File: src/rtl/urp_pcie_tx_arbiter.sv
// ---------------------------------------------------------------------------
// urp_pcie_tx_arbiter
//
// Purpose:
//   Arbitrates three PCIe transmit request classes (posted, non-posted,
//   completion) onto a single registered TLP header/payload port toward the
//   transaction layer. Each class holds a header-credit counter; a class is
//   eligible only while it is requesting and has credit. Arbitration happens
//   in IDLE only; the winning TLP is latched and presented in SEND until the
//   transaction layer accepts it, giving at most one TLP every two cycles.
//
// Optional feature (compile-time macro):
//   URP_TX_ARB_CPL_PRIORITY_EN - when defined, an eligible completion
//   (class 2) always wins; classes 0 and 1 round-robin between themselves.
//   When undefined, plain 3-way round-robin is used.
//
// Handshake semantics:
//   Request side: req_ready_o[k] is a single-cycle accept pulse, asserted
//   combinationally in IDLE for the winning class only. The request is
//   consumed on the rising edge where req_valid_i[k] and req_ready_o[k] are
//   both high; a request withdrawn before that edge leaves no trace.
//   TLP side: tlp_valid_o is high for the whole SEND state. Fields hold
//   stable until the rising edge where tlp_valid_o and tlp_ready_i are both
//   high, which completes the transfer.
//
// Ports:
//   clk                 in   1    clock, all state on rising edge
//   rst                 in   1    asynchronous reset, active-high
//   req_valid_i         in   3    per-class request (0 P, 1 NP, 2 CPL)
//   req_ready_o         out  3    one-cycle accept pulse to the winner
//   req_hdr_i           in   255  class k header at [85k+84:85k]
//   req_payload_i       in   384  class k payload at [128k+127:128k]
//   payload_o           out  128  latched payload
//   addr_o .. header_completID_o  latched header fields
//   tlp_valid_o         out  1    output fields valid (state SEND)
//   tlp_ready_i         in   1    transaction layer accepts the fields
//   credit_return_i     in   3    per-class header credit return pulse
//   grant_o             out  3    one-hot owner of the TLP in flight
//   state_o             out  1    debug view of the FSM: 0 IDLE, 1 SEND
// ---------------------------------------------------------------------------
module urp_pcie_tx_arbiter #(
    parameter int CREDIT_INIT = 8,
    parameter int CREDIT_W    = 8
) (
    input  logic         clk,
    input  logic         rst,
    input  logic [2:0]   req_valid_i,
    output logic [2:0]   req_ready_o,
    input  logic [254:0] req_hdr_i,
    input  logic [383:0] req_payload_i,
    output logic [127:0] payload_o,
    output logic [31:0]  addr_o,
    output logic [2:0]   header_fmt_o,
    output logic [4:0]   header_type_o,
    output logic [2:0]   header_tc_o,
    output logic [9:0]   header_length_o,
    output logic [15:0]  header_requestID_o,
    output logic [15:0]  header_completID_o,
    output logic         tlp_valid_o,
    input  logic         tlp_ready_i,
    input  logic [2:0]   credit_return_i,
    output logic [2:0]   grant_o,
    output logic         state_o
);

    typedef enum logic {
        IDLE = 1'b0,
        SEND = 1'b1
    } state_t;

    localparam logic [CREDIT_W-1:0] CREDIT_MAX = CREDIT_W'(CREDIT_INIT);

    state_t              state;
    state_t              state_next;
    logic [CREDIT_W-1:0] credit [3];
    logic [1:0]          last_grant;
    logic [2:0]          eligible;
    logic                win_valid;
    logic [1:0]          win_idx;
    logic                accept;
    logic [84:0]         sel_hdr;
    logic [127:0]        sel_pay;
    logic [84:0]         hdr_q;
    logic [127:0]        pay_q;

`ifdef URP_TX_ARB_CPL_PRIORITY_EN
    // Last winner among the two low classes; 1 after reset so class 0
    // is preferred first.
    logic                last_lo;
`endif

    // -----------------------------------------------------------------------
    // Eligibility
    // -----------------------------------------------------------------------
    always_comb begin
        for (int k = 0; k < 3; k++) begin
            eligible[k] = req_valid_i[k] && (credit[k] != '0);
        end
    end

    // -----------------------------------------------------------------------
    // Winner selection. Only the winner moves the pointer, so classes that
    // are skipped for lack of credit never disturb the rotation.
    // -----------------------------------------------------------------------
    always_comb begin
        win_valid = |eligible;
        win_idx   = 2'd0;
`ifdef URP_TX_ARB_CPL_PRIORITY_EN
        if (eligible[2]) begin
            win_idx = 2'd2;
        end else if (last_lo) begin
            if (eligible[0])      win_idx = 2'd0;
            else if (eligible[1]) win_idx = 2'd1;
        end else begin
            if (eligible[1])      win_idx = 2'd1;
            else if (eligible[0]) win_idx = 2'd0;
        end
`else
        case (last_grant)
            2'd0: begin
                if (eligible[1])      win_idx = 2'd1;
                else if (eligible[2]) win_idx = 2'd2;
                else if (eligible[0]) win_idx = 2'd0;
            end
            2'd1: begin
                if (eligible[2])      win_idx = 2'd2;
                else if (eligible[0]) win_idx = 2'd0;
                else if (eligible[1]) win_idx = 2'd1;
            end
            default: begin
                if (eligible[0])      win_idx = 2'd0;
                else if (eligible[1]) win_idx = 2'd1;
                else if (eligible[2]) win_idx = 2'd2;
            end
        endcase
`endif
    end

    // Header/payload of the current winner.
    always_comb begin
        case (win_idx)
            2'd0: begin
                sel_hdr = req_hdr_i[84:0];
                sel_pay = req_payload_i[127:0];
            end
            2'd1: begin
                sel_hdr = req_hdr_i[169:85];
                sel_pay = req_payload_i[255:128];
            end
            default: begin
                sel_hdr = req_hdr_i[254:170];
                sel_pay = req_payload_i[383:256];
            end
        endcase
    end

    // -----------------------------------------------------------------------
    // FSM: next state and accept pulse. The accept pulse is gated with rst
    // so that no request is acknowledged while reset is asserted.
    // -----------------------------------------------------------------------
    always_comb begin
        state_next  = state;
        accept      = 1'b0;
        req_ready_o = 3'b000;
        case (state)
            IDLE: begin
                if (win_valid && !rst) begin
                    accept      = 1'b1;
                    req_ready_o = 3'b001 << win_idx;
                    state_next  = SEND;
                end
            end
            SEND: begin
                if (tlp_ready_i) begin
                    state_next = IDLE;
                end
            end
            default: begin
                state_next = IDLE;
            end
        endcase
    end

    always_ff @(posedge clk or posedge rst) begin
        if (rst) begin
            state <= IDLE;
        end else begin
            state <= state_next;
        end
    end

    // -----------------------------------------------------------------------
    // Output registers, grant and round-robin pointer
    // -----------------------------------------------------------------------
    always_ff @(posedge clk or posedge rst) begin
        if (rst) begin
            hdr_q      <= '0;
            pay_q      <= '0;
            grant_o    <= 3'b000;
            last_grant <= 2'd2;
        end else begin
            if (accept) begin
                hdr_q      <= sel_hdr;
                pay_q      <= sel_pay;
                grant_o    <= req_ready_o;
                last_grant <= win_idx;
            end else if (state == SEND && tlp_ready_i) begin
                grant_o    <= 3'b000;
            end
        end
    end

`ifdef URP_TX_ARB_CPL_PRIORITY_EN
    always_ff @(posedge clk or posedge rst) begin
        if (rst) begin
            last_lo <= 1'b1;
        end else if (accept && win_idx != 2'd2) begin
            last_lo <= win_idx[0];
        end
    end
`endif

    // -----------------------------------------------------------------------
    // Credit counters. A grant and a return in the same cycle cancel out;
    // returns saturate at the initial credit value.
    // -----------------------------------------------------------------------
    always_ff @(posedge clk or posedge rst) begin
        if (rst) begin
            for (int k = 0; k < 3; k++) begin
                credit[k] <= CREDIT_MAX;
            end
        end else begin
            for (int k = 0; k < 3; k++) begin
                if (req_ready_o[k] && !credit_return_i[k]) begin
                    credit[k] <= credit[k] - 1'b1;
                end else if (!req_ready_o[k] && credit_return_i[k] &&
                             credit[k] < CREDIT_MAX) begin
                    credit[k] <= credit[k] + 1'b1;
                end
            end
        end
    end

    // -----------------------------------------------------------------------
    // Output mapping: {addr32, fmt3, type5, tc3, length10, reqID16, cplID16}
    // -----------------------------------------------------------------------
    assign addr_o             = hdr_q[84:53];
    assign header_fmt_o       = hdr_q[52:50];
    assign header_type_o      = hdr_q[49:45];
    assign header_tc_o        = hdr_q[44:42];
    assign header_length_o    = hdr_q[41:32];
    assign header_requestID_o = hdr_q[31:16];
    assign header_completID_o = hdr_q[15:0];
    assign payload_o          = pay_q;
    assign tlp_valid_o        = (state == SEND);
    assign state_o            = state;

endmodule

File: config.mk
export PLATFORM = sky130hd
export DESIGN_NAME = urp_pcie_tx_arbiter
export DESIGN_NICKNAME = d
export VERILOG_FILES = /design/src/rtl/urp_pcie_tx_arbiter.sv
export SDC_FILE = /design/constraint.sdc
export NUM_CORES = 1
export LEC_CHECK = 0
export ABC_AREA = 1
export CAP_MARGIN = 10
export CORE_AREA = 2 2 334 336
export CTS_CLUSTER_DIAMETER = 200
export DETAILED_ROUTE_END_ITERATION = 10
export DIE_AREA = 0 0 336 338
export RECOVER_POWER = 50
export SYNTH_ARGS = -nofsm -noshare
export SYNTH_HDL_FRONTEND = slang
export SYNTH_SLANG_ARGS = --single-unit
File: constraint.sdc
create_clock -name clk -period 11.8 [get_ports clk]
set_input_delay 2.36 -clock clk [delete_from_list [all_inputs] [get_ports clk]]
set_output_delay 2.36 -clock clk [all_outputs]
set_load 0.02 [all_outputs]
==> results of run 1 <==
## layer usage
metal  track usage  part of all wire  vias to the layer above
li1              -                 -                     7612
met1         0.185              0.41                     7603
met2         0.259              0.47                      764
met3        0.0605              0.10                      154
met4        0.0345             0.022                       30
met5             0            0.0020                        -
## critical path, cell delays in order
cell	delay, ns
dlygate4sd3_1	0.54
o21ai_0	0.12
nand3_1	0.10
nand2_1	0.82
inv_8	0.84
nand3_1	0.28
clkinv_2	0.43
clkdlybuf4s50_1	0.70
## where the power goes
part           switching [W]  total (W)  leakage (nW)  internal, W
Sequential          0.000242    0.00148          2.88      0.00124
Combinational        0.00168    0.00281          7.24      0.00113
Clock               0.000453    0.00113         0.587     0.000676
## layout by cell type, fill, tap and decap left out, types with 4 or more instances in the layout
cell type	n
inv_1	83
a22oi_1	108
a21oi_1	87
diode_2	6
buf_4	16
dlygate4sd3_1	173
clkbuf_16	38
nand4_1	53
or2_2	49
clkbuf_8	10
dfrtp_1	239
clkdlybuf4s50_1	695
ha_1	18
nand2_1	863
nand3_1	108
xor2_1	14
clkbuf_1	14
nand2_2	4
nor3_1	4
nor2_1	58
o21ai_0	13
dfstp_2	4
## metrics by stage
stage / std cells / utilization
6_report: 4178 / 0.226
3_5_place_dp: 4107 / 0.215
3_3_place_gp: 4107 / 0.215
5_1_grt: 4174 / 0.226
2_1_floorplan: 1843 / -
4_1_cts: 4172 / 0.226
## state kept, by name, indices dropped and copies added, names as in the netlist
name,cells
payload_o,128
hdr_q,85
credit,24
grant_o,3
last_grant,2
state_o,1
## worst max path at each step
stage	from	to	slack, ns	depth (start not counted)
after floorplan	rst	credit[0]$_DFFE_PP0P_	2.77	1
after global placement	rst	req_ready_o[0]	4.00	7
after detailed placement	rst	req_ready_o[0]	3.98	7
after CTS	rst	req_ready_o[0]	3.97	7
after global routing	rst	hdr_q[61]$_DFFE_PP0P_	2.49	3
final	req_valid_i[0]	req_ready_o[0]	3.16	8
## area by class of cell
type | instances | area (um^2) | share of cell area
clock inverters | 6 | 72.6 | 0.00291
inverters | 89 | 344 | 0.0138
clock buffers | 59 | 1130 | 0.0454
flip-flops and latches | 243 | 6090 | 0.244
diodes | 6 | 15.0 | 0.000603
repair buffers | 887 | 8820 | 0.354
multi-input cells | 1400 | 6580 | 0.264
well taps | 1488 | 1860 | 0.0748
## cells by family (layout without fill, tap and decap cells)
kind of cell | Yosys count | after routing | synth area share
adders and majority gates | 21 | 21 | 0.0212
DFF | 243 | 243 | 0.451
AOI/OAI and AO/OA | 216 | 216 | 0.103
buffers and inverters | 200 | 1041 | 0.0623
and+or+nand+nor | 1146 | 1146 | 0.352
xor gates and xnor gates | 17 | 17 | 0.0110
other | 0 | 6 | 0
==> out/metrics.yaml, run 1 <==
synth_flop_cell: "dfrtp_1"
cts_num_sinks: 243
cts_tree: "yes"
cts.path.max_buffers: 3
grt_pass1_wl_mm: 123
path_class: "input pin to output pin"
grt_pass1_vias: 15900
leakage_nw: 10.7
netlist_instances: 1843
postLayoutSetupSlackWorst_ns: 3.16
gp_congestion: 0.863
path_clk_slew_ns: 0.06
clock-root-buffer: "clkbuf_16"
numCtsBuffers: 36
core-area_mm2: 0.110
post-synth-top-count-cell: "nand2_1"
crit_path_max_fanout: 91
tns_ns: 0
crit_required_ns: 9.44
grt.overflow.total: 0
drt-total-wl_mm: 92.6
worstPathArrival_ns: 6.28
hold_viol_final: 0
reg2regPathDepth: 9
drive_gt1_frac: 0.0522
place_ws_ns: 3.98
synth-seq-cells: 243
r2r-end: "payload_o[115]$_DFFE_PP0P_"
die_h_um: 338
syn-mean-instance-area_um2: 7.32
fmax_ghz: 0.116
port_buffers: 868
worst_clock_skew_ns: 0.0326
setup_viol: 0
max-cap-violations: 4
holdBufCountCts: 0
die_area_mm2: 0.114
drt-wirelength-per-cell_um: 22.2
insertion_delay_ns: 0.58
antenna_found_initial: 46
yosys-top-cells-area: "dfrtp_1 44%, nand2_1 24%, a22oi_1 6.0%"
grt_start_max_net_pins: 92
post-cts-setup-buffers: 0
ff2ff_setup_slack_ns: 5.88
total_power_w: 0.00542
synth_common_cells: "863 x nand2_1, 239 x dfrtp_1, 108 x a22oi_1, 108 x nand3_1, 87 x a21oi_1"
yosysUniqueCellTypes: 33
worstHoldPathCells: 2
vias: 16200
rows: 122
netlist_area_mm2: 0.0135
area_growth_pct: 84.7
viasPerCell: 3.87
worst_setup_path_start_kind: "input pin"
placed_cell_area_mm2: 0.0237
post_cts_resized: 0
layout_worst_path_cycle_share: 0.732
yosysSeqAreaShare: 0.451
synthArstFlopShare: 1.00
boundaryPins: 869
hp-class: "flip-flop to flip-flop"
post-route-drc-count: 0
critPathCaptureType: "output pin"
worstHoldStart: "payload_o[42]$_DFFE_PP0P_"
hpwl_mm: 74.2
final_cell_area_mm2: 0.0249
max_slew_margin: -1.75
grt_usage: 0.154
worst_slew_pin_slew_ns: 4.11
start_util: 0.123
min_to: "payload_o[42]$_DFFE_PP0P_"
dr.pass1.iters: 5
holdWs_ns: 0.477
violations: "capacitance limit, slew limit"
status: "finished with violations"
yosys_warnings: 0
yosys.area.top_type: "dfrtp_1"
nNetsFinal: 3326
fin_crit_ns: 8.64
syn_nets: 2512
die_w_um: 336
max-vdd-ir-drop_v: 0.0000849
slew_viol_final: 235
synth_top_area_share: 0.443
powerDensity_mw_per_mm2: 218
synth-edff-count: 0
antenna_left: 0
nFillCells: 12200
htree_levels: 2
rsz0062_at_grt: "false"
drtIter0Drc: 913
r2r-start: "credit[5]$_DFFE_PP0P_"
(Power assumes the default switching activity.)
==> inputs of run 2 (changes only) <==
Clock period 11.8 ns to 8.2 ns, I/O delays scaled along.
==> out/metrics.yaml, run 2 (same netlist as run 1, synthesis figures left out) <==
hpwl_mm: 71.7  # -3.3%
nFillCells: 12200  # +0.33%
path_class: "input pin to output pin"
total_power_w: 0.00780  # +44%
hold_viol_final: 0  # unchanged
start_util: 0.123  # unchanged
holdBufCountCts: 0  # unchanged
worstPathArrival_ns: 4.69  # -1.59 ns
r2r-end: "credit[23]$_DFFE_PP0P_"
use_met3: 0.0628  # +0.00229
post_cts_resized: 0  # unchanged
post-route-drc-count: 0  # unchanged
cts.path.max_buffers: 3  # unchanged
worstHoldPathCells: 2  # unchanged
nNetsFinal: 3322  # -0.12%
worstHoldStart: "payload_o[59]$_DFFE_PP0P_"
tns_ns: 0  # unchanged
gp_congestion: 0.827  # -4.2%
path_clk_slew_ns: 0.05  # about the same
cts_num_sinks: 243  # unchanged
drt-total-wl_mm: 91.2  # -1.5%
min_to: "payload_o[59]$_DFFE_PP0P_"
utilization: 0.226  # -0.000284
critPathCaptureType: "output pin"
die_w_um: 336  # unchanged
boundaryPins: 869  # unchanged
post-cts-setup-buffers: 0  # unchanged
insertion_delay_ns: 0.58  # about the same
crit_required_ns: 6.56  # -2.88 ns
hp-class: "flip-flop to flip-flop"
fmax_ghz: 0.158
max-vdd-ir-drop_v: 0.000182  # +110%
drt-wirelength-per-cell_um: 21.8  # -1.5%
violations: "capacitance limit, slew limit"
layout_worst_path_cycle_share: 0.772
worst_slew_pin_slew_ns: 3.57  # -0.536 ns
port_buffers: 868  # unchanged
vias: 16300  # +0.74%
grtUsageMet1: 0.180  # -0.00501
grt_start_max_net_pins: 143  # +55%
busiest_layer: "met2"
met2_usage: 0.244  # -0.0156
grt.overflow.total: 0  # unchanged
largest_reg_flops: 128  # unchanged
max-cap-violations: 2  # -2
cts_tree: "yes"
drtIter0Drc: 889  # -2.6%
worst_clock_skew_ns: 0.0216  # -0.0110 ns
leakage_nw: 10.7  # -0.50%
place_ws_ns: 1.81  # -2.17 ns
area_growth_pct: 84.5
slew_viol_final: 236  # +0.43%
reg2regPathDepth: 21  # +12
fin_crit_ns: 6.33
powerDensity_mw_per_mm2: 313  # +44%
drive_gt1_frac: 0.0523  # +0.000117
r2r-start: "credit[8]$_DFFE_PP0P_"
max_slew_margin: -1.38  # +0.373
antenna_left: 0  # unchanged
layout_commonest_cell: "nand2_1"
crit_path_max_fanout: 71  # -22%
grt_pass1_vias: 15900  # -0.013%
dr.pass1.iters: 5  # unchanged
rsz0062_at_grt: "false"
viasPerCell: 3.89  # +0.66%
holdWs_ns: 0.476  # -0.000574 ns
core-area_mm2: 0.110  # unchanged
worst_setup_path_start_kind: "input pin"
numCtsBuffers: 36  # unchanged
mostFrequentLayoutCells: "862 x nand2_1, 758 x clkdlybuf4s50_1, 239 x dfrtp_1, 110 x dlygate4sd3_1"
rows: 122  # unchanged
die_area_mm2: 0.114  # unchanged
ff2ff_setup_slack_ns: 3.64  # -2.24 ns
htree_levels: 2  # unchanged
antenna_found_initial: 52  # +13%
postLayoutSetupSlackWorst_ns: 1.87  # -1.30 ns
status: "finished with violations"
die_h_um: 338  # unchanged
clock-root-buffer: "clkbuf_16"
grt_usage: 0.151  # -0.00314
grt_pass1_wl_mm: 121  # -1.7%
setup_viol: 0  # unchanged
==> run 2: cell types whose count changed in the layout (fill, tap and decap cells not counted), sizes merged <==
cell,before,now
buf,16,13
bufinv,1,0
clkbuf,62,57
clkdlybuf4s50,695,758
clkinvlp,2,3
diode,6,15
dlygate4sd3,173,110
inv,88,90
==> run 2: area by class of cell <==
class,instances,area (um^2),area share
diodes,15,37.5,0.00151
well taps,1488,1860,0.0748
flip-flops and latches,243,6090,0.245
multi-input cells,1400,6580,0.265
clock buffers,55,1080,0.0436
repair buffers,883,8820,0.355
inverters,89,344,0.0138
clock inverters,8,56.3,0.00226
==> run 2: critical path, stage by stage <==
cell and delay (ns):
dlygate4sd3_1 0.57, nor2_1 0.19, nand2_4 0.36, inv_8 0.47, nand3_1 0.26, clkinv_2 0.42, clkdlybuf4s50_1 0.70
==> run 2: report_power, final <==
group / leakage [nW] / total, W / switching [W] / internal [W]
clock network: 0.557 / 0.00157 / 0.000663 / 0.000910
logic: 7.21 / 0.00410 / 0.00241 / 0.00169
registers: 2.88 / 0.00213 / 0.000346 / 0.00178
==> run 2: per-stage QoR <==
step	instances	area, um^2
3_5_place_dp	4103	23700
6_report	4181	24900
5_1_grt	4172	24900
3_3_place_gp	4103	23700
4_1_cts	4166	24900
2_1_floorplan	1843	13500
==> run 2: how the worst max path moves through the flow <==
stage,end,slack (ns),start,cells past startpoint
floorplan,credit[0]$_DFFE_PP0P_,3.37,rst,1
global placement,req_ready_o[0],1.83,req_valid_i[2],8
detailed placement,req_ready_o[0],1.81,req_valid_i[1],8
CTS,req_ready_o[0],1.81,req_valid_i[1],8
global route,req_ready_o[0],1.69,rst,7
finish,req_ready_o[0],1.87,rst,7
==> run 2: layer usage <==
| layer | share of wire | routed length, um |
|---|---|---|
| met4 | 0.028 | 2540 |
| met1 | 0.40 | 36800 |
| met2 | 0.46 | 42300 |
| met5 | 0.0018 | 164 |
| met3 | 0.10 | 9410 |
